<file path="config.mk">
export PLATFORM = sky130hd
export DESIGN_NAME = multi_cycle_controller
export DESIGN_NICKNAME = d
export VERILOG_FILES = /design/src/rtl/multi_cycle_controller.sv
export SDC_FILE = /design/constraint.sdc
export NUM_CORES = 1
export LEC_CHECK = 0
export ABC_AREA = 1
export CORE_MARGIN = 4
export CORE_UTILIZATION = 47
export CTS_BUF_LIST = sky130_fd_sc_hd__clkbuf_2 sky130_fd_sc_hd__clkbuf_4 sky130_fd_sc_hd__clkbuf_8
export CTS_CLUSTER_SIZE = 24
export DETAILED_ROUTE_END_ITERATION = 12
export PLACE_DENSITY_LB_ADDON = 0.3
export SYNTH_ARGS = -nofsm -noshare
export SYNTH_HDL_FRONTEND = slang
export SYNTH_SLANG_ARGS = --single-unit
</file>
<file path="constraint.sdc">
create_clock -name clk -period 1.74 [get_ports clk]
set_input_delay 0.348 -clock clk [delete_from_list [all_inputs] [get_ports clk]]
set_output_delay 0.348 -clock clk [all_outputs]
set_load 0.05 [all_outputs]
</file>
<file path="src/rtl/multi_cycle_controller.sv">
// multi_cycle_controller
// Control FSM for a multi-cycle MIPS-subset datapath. One state register
// walks FETCH -> DECODE -> EXEC -> (MEM) -> (WB). The instruction fields
// are captured when the fetch completes, and every later decode uses that
// captured copy.
//
// Build option: CTRL_ILLEGAL_HALT_EN
//   defined   : an unsupported opcode sends DECODE to HALT, which only reset leaves
//   undefined : an unsupported opcode is a NOP (DECODE -> FETCH), halted tied 0
//
// Ports
//   clk, rstn           clock, async active-low reset
//   opCode, func, zero  instruction fields and ALU zero flag
//   memReady            memory access completes this cycle
//   pcWrite, irWrite, memRead, memWrite, regWrite   strobes
//   pcSrc, regDst, regSrc, ALUSrc, ALUOp            datapath selects
//   state, halted       debug state, HALT indicator
//
// state  | meaning
// FETCH  | read instruction, PC+4 on memReady
// DECODE | register read, opcode check
// EXEC   | ALU op / branch / jump resolution
// MEM    | lw read or sw write, held until memReady
// WB     | register-file write
// HALT   | illegal opcode trap (option only)
module multi_cycle_controller (
    input  logic       clk,
    input  logic       rstn,
    input  logic [5:0] opCode,
    input  logic [5:0] func,
    input  logic       zero,
    input  logic       memReady,
    output logic       pcWrite,
    output logic       irWrite,
    output logic       memRead,
    output logic       memWrite,
    output logic       regWrite,
    output logic [1:0] pcSrc,
    output logic [1:0] regDst,
    output logic [1:0] regSrc,
    output logic       ALUSrc,
    output logic [1:0] ALUOp,
    output logic [2:0] state,
    output logic       halted
);

    typedef enum logic [2:0] {
        S_FETCH  = 3'd0,
        S_DECODE = 3'd1,
        S_EXEC   = 3'd2,
        S_MEM    = 3'd3,
`ifdef CTRL_ILLEGAL_HALT_EN
        S_WB     = 3'd4,
        S_HALT   = 3'd5
`else
        S_WB     = 3'd4
`endif
    } state_t;

    localparam logic [5:0] OP_RTYPE = 6'b000000;
    localparam logic [5:0] OP_ADDI  = 6'b001000;
    localparam logic [5:0] OP_ANDI  = 6'b001100;
    localparam logic [5:0] OP_LW    = 6'b100011;
    localparam logic [5:0] OP_SW    = 6'b101011;
    localparam logic [5:0] OP_BEQ   = 6'b000100;
    localparam logic [5:0] OP_BNE   = 6'b000101;
    localparam logic [5:0] OP_J     = 6'b000010;
    localparam logic [5:0] OP_JAL   = 6'b000011;
    localparam logic [5:0] FN_JR    = 6'b001000;

    state_t     r_state;
    state_t     w_next;
    logic [5:0] r_op;
    logic [5:0] r_fn;

    logic w_rtype, w_jr, w_addi, w_andi, w_lw, w_sw, w_beq, w_bne, w_j, w_jal, w_legal;
    logic w_pc_write, w_ir_write, w_mem_read, w_mem_write, w_reg_write;

    assign w_jr    = (r_op == OP_RTYPE) && (r_fn == FN_JR);
    assign w_rtype = (r_op == OP_RTYPE) && (r_fn != FN_JR);
    assign w_addi  = (r_op == OP_ADDI);
    assign w_andi  = (r_op == OP_ANDI);
    assign w_lw    = (r_op == OP_LW);
    assign w_sw    = (r_op == OP_SW);
    assign w_beq   = (r_op == OP_BEQ);
    assign w_bne   = (r_op == OP_BNE);
    assign w_j     = (r_op == OP_J);
    assign w_jal   = (r_op == OP_JAL);
    assign w_legal = w_rtype | w_jr | w_addi | w_andi | w_lw | w_sw |
                     w_beq | w_bne | w_j | w_jal;

    always_ff @(posedge clk or negedge rstn) begin
        if (!rstn) begin
            r_state <= S_FETCH;
            r_op    <= 6'd0;
            r_fn    <= 6'd0;
        end else begin
            r_state <= w_next;
            if (r_state == S_FETCH && memReady) begin
                r_op <= opCode;
                r_fn <= func;
            end
        end
    end

    always_comb begin
        w_next      = r_state;
        w_pc_write  = 1'b0;
        w_ir_write  = 1'b0;
        w_mem_read  = 1'b0;
        w_mem_write = 1'b0;
        w_reg_write = 1'b0;
        pcSrc       = 2'd0;
        regDst      = 2'd0;
        regSrc      = 2'd0;
        ALUSrc      = 1'b0;
        ALUOp       = 2'b00;
        case (r_state)
            S_FETCH: begin
                w_mem_read = 1'b1;
                if (memReady) begin
                    w_pc_write = 1'b1;
                    w_ir_write = 1'b1;
                    w_next     = S_DECODE;
                end
            end
            S_DECODE: begin
                if (w_legal)
                    w_next = S_EXEC;
                else
`ifdef CTRL_ILLEGAL_HALT_EN
                    w_next = S_HALT;
`else
                    w_next = S_FETCH;
`endif
            end
            S_EXEC: begin
                w_next = S_FETCH;
                if (w_rtype) begin
                    ALUOp  = 2'b10;
                    w_next = S_WB;
                end else if (w_addi || w_andi) begin
                    ALUSrc = 1'b1;
                    ALUOp  = w_andi ? 2'b11 : 2'b00;
                    w_next = S_WB;
                end else if (w_lw || w_sw) begin
                    ALUSrc = 1'b1;
                    w_next = S_MEM;
                end else if (w_beq || w_bne) begin
                    ALUOp      = 2'b01;
                    pcSrc      = 2'd1;
                    w_pc_write = w_beq ? zero : ~zero;
                end else if (w_j || w_jal) begin
                    pcSrc      = 2'd2;
                    w_pc_write = 1'b1;
                    if (w_jal) begin
                        // PC was already advanced in FETCH, so it is the link value
                        w_reg_write = 1'b1;
                        regDst      = 2'd2;
                        regSrc      = 2'd0;
                    end
                end else if (w_jr) begin
                    pcSrc      = 2'd3;
                    w_pc_write = 1'b1;
                end
            end
            S_MEM: begin
                if (w_lw) w_mem_read  = 1'b1;
                else      w_mem_write = 1'b1;
                if (memReady) w_next = w_lw ? S_WB : S_FETCH;
            end
            S_WB: begin
                w_reg_write = 1'b1;
                w_next      = S_FETCH;
                if (w_rtype) begin
                    // ALU keeps decoding func so the captured result stays valid
                    regDst = 2'd1;
                    regSrc = 2'd2;
                    ALUOp  = 2'b10;
                end else if (w_lw) begin
                    regSrc = 2'd1;
                end else begin
                    regSrc = 2'd2;
                end
            end
`ifdef CTRL_ILLEGAL_HALT_EN
            S_HALT: w_next = S_HALT;
`endif
            default: w_next = S_FETCH;
        endcase
    end

    // Strobes are gated by rstn so they drop the instant reset asserts,
    // including the memRead that FETCH would otherwise drive.
    assign pcWrite  = rstn & w_pc_write;
    assign irWrite  = rstn & w_ir_write;
    assign memRead  = rstn & w_mem_read;
    assign memWrite = rstn & w_mem_write;
    assign regWrite = rstn & w_reg_write;
    assign state    = r_state;

`ifdef CTRL_ILLEGAL_HALT_EN
    assign halted = (r_state == S_HALT);
`else
    assign halted = 1'b0;
`endif

endmodule

</file>
==> results of run 1 <==
## Yosys cell counts, types with 3 or more instances
master	number
nor2_4	4
inv_1	13
nor2_1	19
mux2_4	8
nand3_1	7
a21oi_1	9
dfrtp_1	15
nand3_2	3
nor2_2	4
nand2_1	13
nand2_2	3
nand4_1	4
inv_2	4
## cell families after synthesis
logic type	after synthesis
flops	15
other cells	1
compound gates	14
buf+inv	19
simple gates	62
mux	8
## stage by stage
| step | setup TNS (ns) | instances | setup WS [ns] | hold slack, ns |
|---|---|---|---|---|
| after global placement | -0.06337 | 189 | -0.06277 | 0.4896 |
| after CTS | -2.546 | 205 | -0.2838 | 0.5084 |
| after floorplan | -0.6624 | 119 | -0.1516 | 0.05241 |
| after detailed placement | -0.1451 | 189 | -0.1059 | 0.4917 |
## timing repair
item | CTS
resized for setup | 31
hold buffers | 0
setup endpoints to repair | 14
pin swaps | 16
setup buffers | 12
gates cloned | 0
==> results_dict.tcl, run 1 <==
set metrics [dict create \
    status "aborted with a tool error" \
    failing_step "global routing (5_1_grt)" \
    error "[ERROR DPL-0038] Utilization greater than 100%, impossible to legalize" \
    htreeDepth 1 \
    synth_top_area_frac 0.3713 \
    grt_start_max_net_pins 17 \
    synth_area_leader_cell "dfrtp_1" \
    synth-compound-area-share 0.08911 \
    synth_seq_cells 15 \
    initial_core_util 0.5050 \
    syn_inst 119 \
    hpwl_um 2235 \
    yosys.area_share.xor_xnor 0 \
    synth-simple-area-share 0.3354 \
    synth_area_mm2 0.001011 \
    die_x_um 54.38 \
    async_reset_ff_frac 1.000 \
    io-pin-count 34 \
    die_h_um 54.38 \
    place_congestion 0.8459 \
    synth.area.mux_share 0.1188 \
    port_buffers 32 \
    synth.area.top_cells "dfrtp_1 37%, mux2_4 12%, nor2_1 7.1%" \
    ys_seq_area_frac 0.3713 \
    synth.distinct_cells 24 \
    synth_fa_ha_area_frac 0 \
    numCtsBuffers 3 \
    syn_nets 135 \
    worst-ep-kind "output port" \
    dpl-instance-area_mm2 0.001643 \
    synth_top_family_by_area "simple AND/OR/NAND/NOR gates" \
    synth_ff_type "dfrtp_1" \
    rows 16 \
    clock_path_buffers 2 \
    worst_endpoint "pcWrite" \
    yosysWarnings 0 \
    synth-edff-count 0 \
    synth.avg_cell_area_um2 8.496 \
    clock_sinks 15 \
    cts_root_buffer "clkbuf_4" \
]
==> inputs of run 2 (changes only) <==
CORE_AREA = 4 4 65 67   (was unset)
CORE_MARGIN = unset   (was 4)
CORE_UTILIZATION = unset   (was 47)
CTS_BUF_LIST = unset   (was sky130_fd_sc_hd__clkbuf_2 sky130_fd_sc_hd__clkbuf_4 sky130_fd_sc_hd__clkbuf_8)
CTS_CLUSTER_SIZE = unset   (was 24)
DIE_AREA = 0 0 69 71   (was unset)
PLACE_DENSITY_LB_ADDON = 0.15   (was 0.3)
==> results_dict.tcl, run 2 <==
set metrics [dict create \
    status "finished, violations left" \
    violations "negative setup slack" \
    fill_cells 336 \
    place_congestion 0.8273 \
    synth_seq_cells 15 \
    vias_per_cell 4.446 \
    die_h_um 71 \
    synth_ff_type "dfrtp_1" \
    p_sw_frac 0.4279 \
    cts_root_buffer "clkbuf_8" \
    crit_fanout 4 \
    async_reset_ff_frac 1.000 \
    internal-power_w 0.001481 \
    synth_area_mm2 0.001011 \
    yosysWarnings 0 \
    grt_usage 0.1240 \
    path_class "reg2out" \
    drive_gt1_frac 0.6284 \
    cts_tree "done" \
    coreArea_mm2 0.003633 \
    numCtsBuffers 3 \
    max_freq_mhz 510.8 \
    setup_slack_ns -0.2176 \
    rsz0062_at_grt "yes" \
    drv_slew 0 \
    grt_pass1_wl_um 4912 \
    cts_hold_buffers 0 \
    num_vias 1027 \
    finalWirelength_um 2880 \
    dieArea_mm2 0.004899 \
    synth-edff-count 0 \
    drt_pre_antenna_iters 4 \
    synth.avg_cell_area_um2 8.496 \
    required_ns 1.39 \
    diodes 0 \
    combPwrFrac 0.632 \
    io-pin-count 34 \
    ys_top_cells_by_count "19 x nor2_1, 15 x dfrtp_1, 13 x inv_1, 13 x nand2_1, 9 x a21oi_1" \
    synth.area.top_cells "dfrtp_1 37%, mux2_4 12%, nor2_1 7.1%" \
    port_buffers 32 \
    synth.distinct_cells 24 \
    hold_class "in2async" \
    syn_inst 119 \
    finalSetupViolations 12 \
    cp_num_buf_inv 1 \
    area_growth_pct 98.76 \
    synth_most_common_cell "nor2_1" \
    fin_nets 200 \
    ys_seq_area_frac 0.3713 \
    htreeDepth 1 \
    final_common_cell "buf_4" \
    placedCellCount 213 \
    period_needed_ns 1.958 \
    synth_top_area_frac 0.3713 \
    fin_cells 231 \
    drtIter0Drc 37 \
    crit_family "simple AND/OR/NAND/NOR gates" \
    clock_sinks 15 \
    globalRouteOverflowTotal 0 \
    antenna_found_initial 0 \
    cp_slowest_cell "dfrtp_1" \
    syn_nets 135 \
    finalSetupTns_ns -1.724 \
    synth_area_leader_cell "dfrtp_1" \
    wl_per_cell_um 12.47 \
    maxCapViolCount 0 \
    hpwl_um 2218 \
    worstPathArrival_ns 1.61 \
    power.switching_w 0.001108 \
    power.leakage_nw 0.9021 \
    clk_latency_ns 0.24 \
    ant_nets 0 \
    cp_cell_sequence "or2_4 -> o21ai_4 -> nand3_4 -> a21oi_4 -> buf_12" \
    p_seq_frac 0.262 \
    hold_viol 0 \
    p_clk_frac 0.106 \
    slowest_delay_ns 0.38 \
    irDropWorstVdd_mv 0.6354 \
    fin_skew_ns 0.0008105 \
    rows 22 \
    power_density_mw_per_mm2 1288 \
    cp-end-kind "primary output" \
    grt_pass1_vias 1083 \
    grt_start_max_net_pins 17 \
    path_clk_slew_ns 0.06 \
    die_x_um 69 \
    drc_errors 0 \
    layout_common_cells "27 x buf_4, 14 x clkdlybuf4s50_1, 14 x buf_12" \
    min_period_over_period 1.125 \
    clock_path_buffers 2 \
    start_kind "register" \
    initial_core_util 0.2782 \
]
run 2: cell counts after synthesis:
No cell type changed its count.
run 2: final cells by class:
class / count / area [um2] / area share
Multi-Input combinational cell: 85 / 748.2 / 0.3724
Clock buffer: 4 / 45.04 / 0.02242
Sequential cell: 15 / 380.4 / 0.1893
Inverter: 17 / 68.82 / 0.03425
Timing Repair Buffer: 62 / 706.9 / 0.3518
Tap cell: 48 / 60.06 / 0.02989
run 2: what timing repair did:
item,in CTS,in global routing
buffers inserted,8,6
resized for setup,27,18
endpoints found under the setup margin,14,14
pin swaps,15,12
run 2: final timing paths:
| path | slack (ns) | to | startpoint | cells after the start |
|---|---|---|---|---|
| min in group clk | 0.52 | r_fn[0] | r_fn[0] | 1 |
| setup / recovery | -0.22 | pcSrc[1] | r_fn[1] | 5 |
| hold reg to reg | 0.52 | r_fn[0] | r_fn[0] | 1 |
| hold / removal | 0.20 | state[1] | rstn | 2 |
| setup reg to reg | 0.30 | state[0] | r_op[4] | 7 |
| max in group asynchronous | 1.33 | r_op[0] | rstn | 2 |
run 2: routing by layer:
metal  up-vias  track usage  part of all wire
met3         8      0.02699             0.039
met2        32       0.2214              0.52
met5         -            0                 0
met4         0      0.06725             0.031
met1       473       0.1366              0.41
li1        514            -                 -
run 2: stage by stage:
| step | setup slack (ns) | util | hold WS (ns) | total power (W) | instance area [um2] |
|---|---|---|---|---|---|
| 2_1_floorplan | -0.1516 | - | 0.05241 | 0.001486 | 1077 |
| 3_3_place_gp | -0.07160 | 0.4656 | 0.4914 | 0.001932 | 1692 |
| 3_5_place_dp | -0.09045 | 0.4656 | 0.4948 | 0.001957 | 1692 |
| 4_1_cts | -0.2346 | 0.5214 | 0.5178 | 0.002437 | 1894 |
| 5_1_grt | -0.2950 | 0.5530 | 0.2106 | 0.002767 | 2009 |
| 6_report | -0.2176 | 0.5530 | 0.2022 | 0.002589 | 2009 |
run 2: kinds of logic after synthesis:
kind of cell / share of synthesized area
AND/OR/NAND/NOR: 0.3354
buffers and inverters: 0.08168
flip-flops: 0.3713
AO/OA/AOI/OAI: 0.08911
multiplexers: 0.1188
other: 0.003709
run 2: power groups by stage:
stage | Clock [W] | Sequential [W] | Combinational, W
2_1_floorplan | 0 | 0.000716 | 0.000770
3_3_place_gp | 0 | 0.000651 | 0.00128
3_5_place_dp | 0 | 0.000663 | 0.00129
4_1_cts | 0.000287 | 0.000674 | 0.00148
5_1_grt | 0.000307 | 0.000700 | 0.00176
6_report | 0.000274 | 0.000678 | 0.00164
No activity file was read; power rests on OpenSTA's default activity.
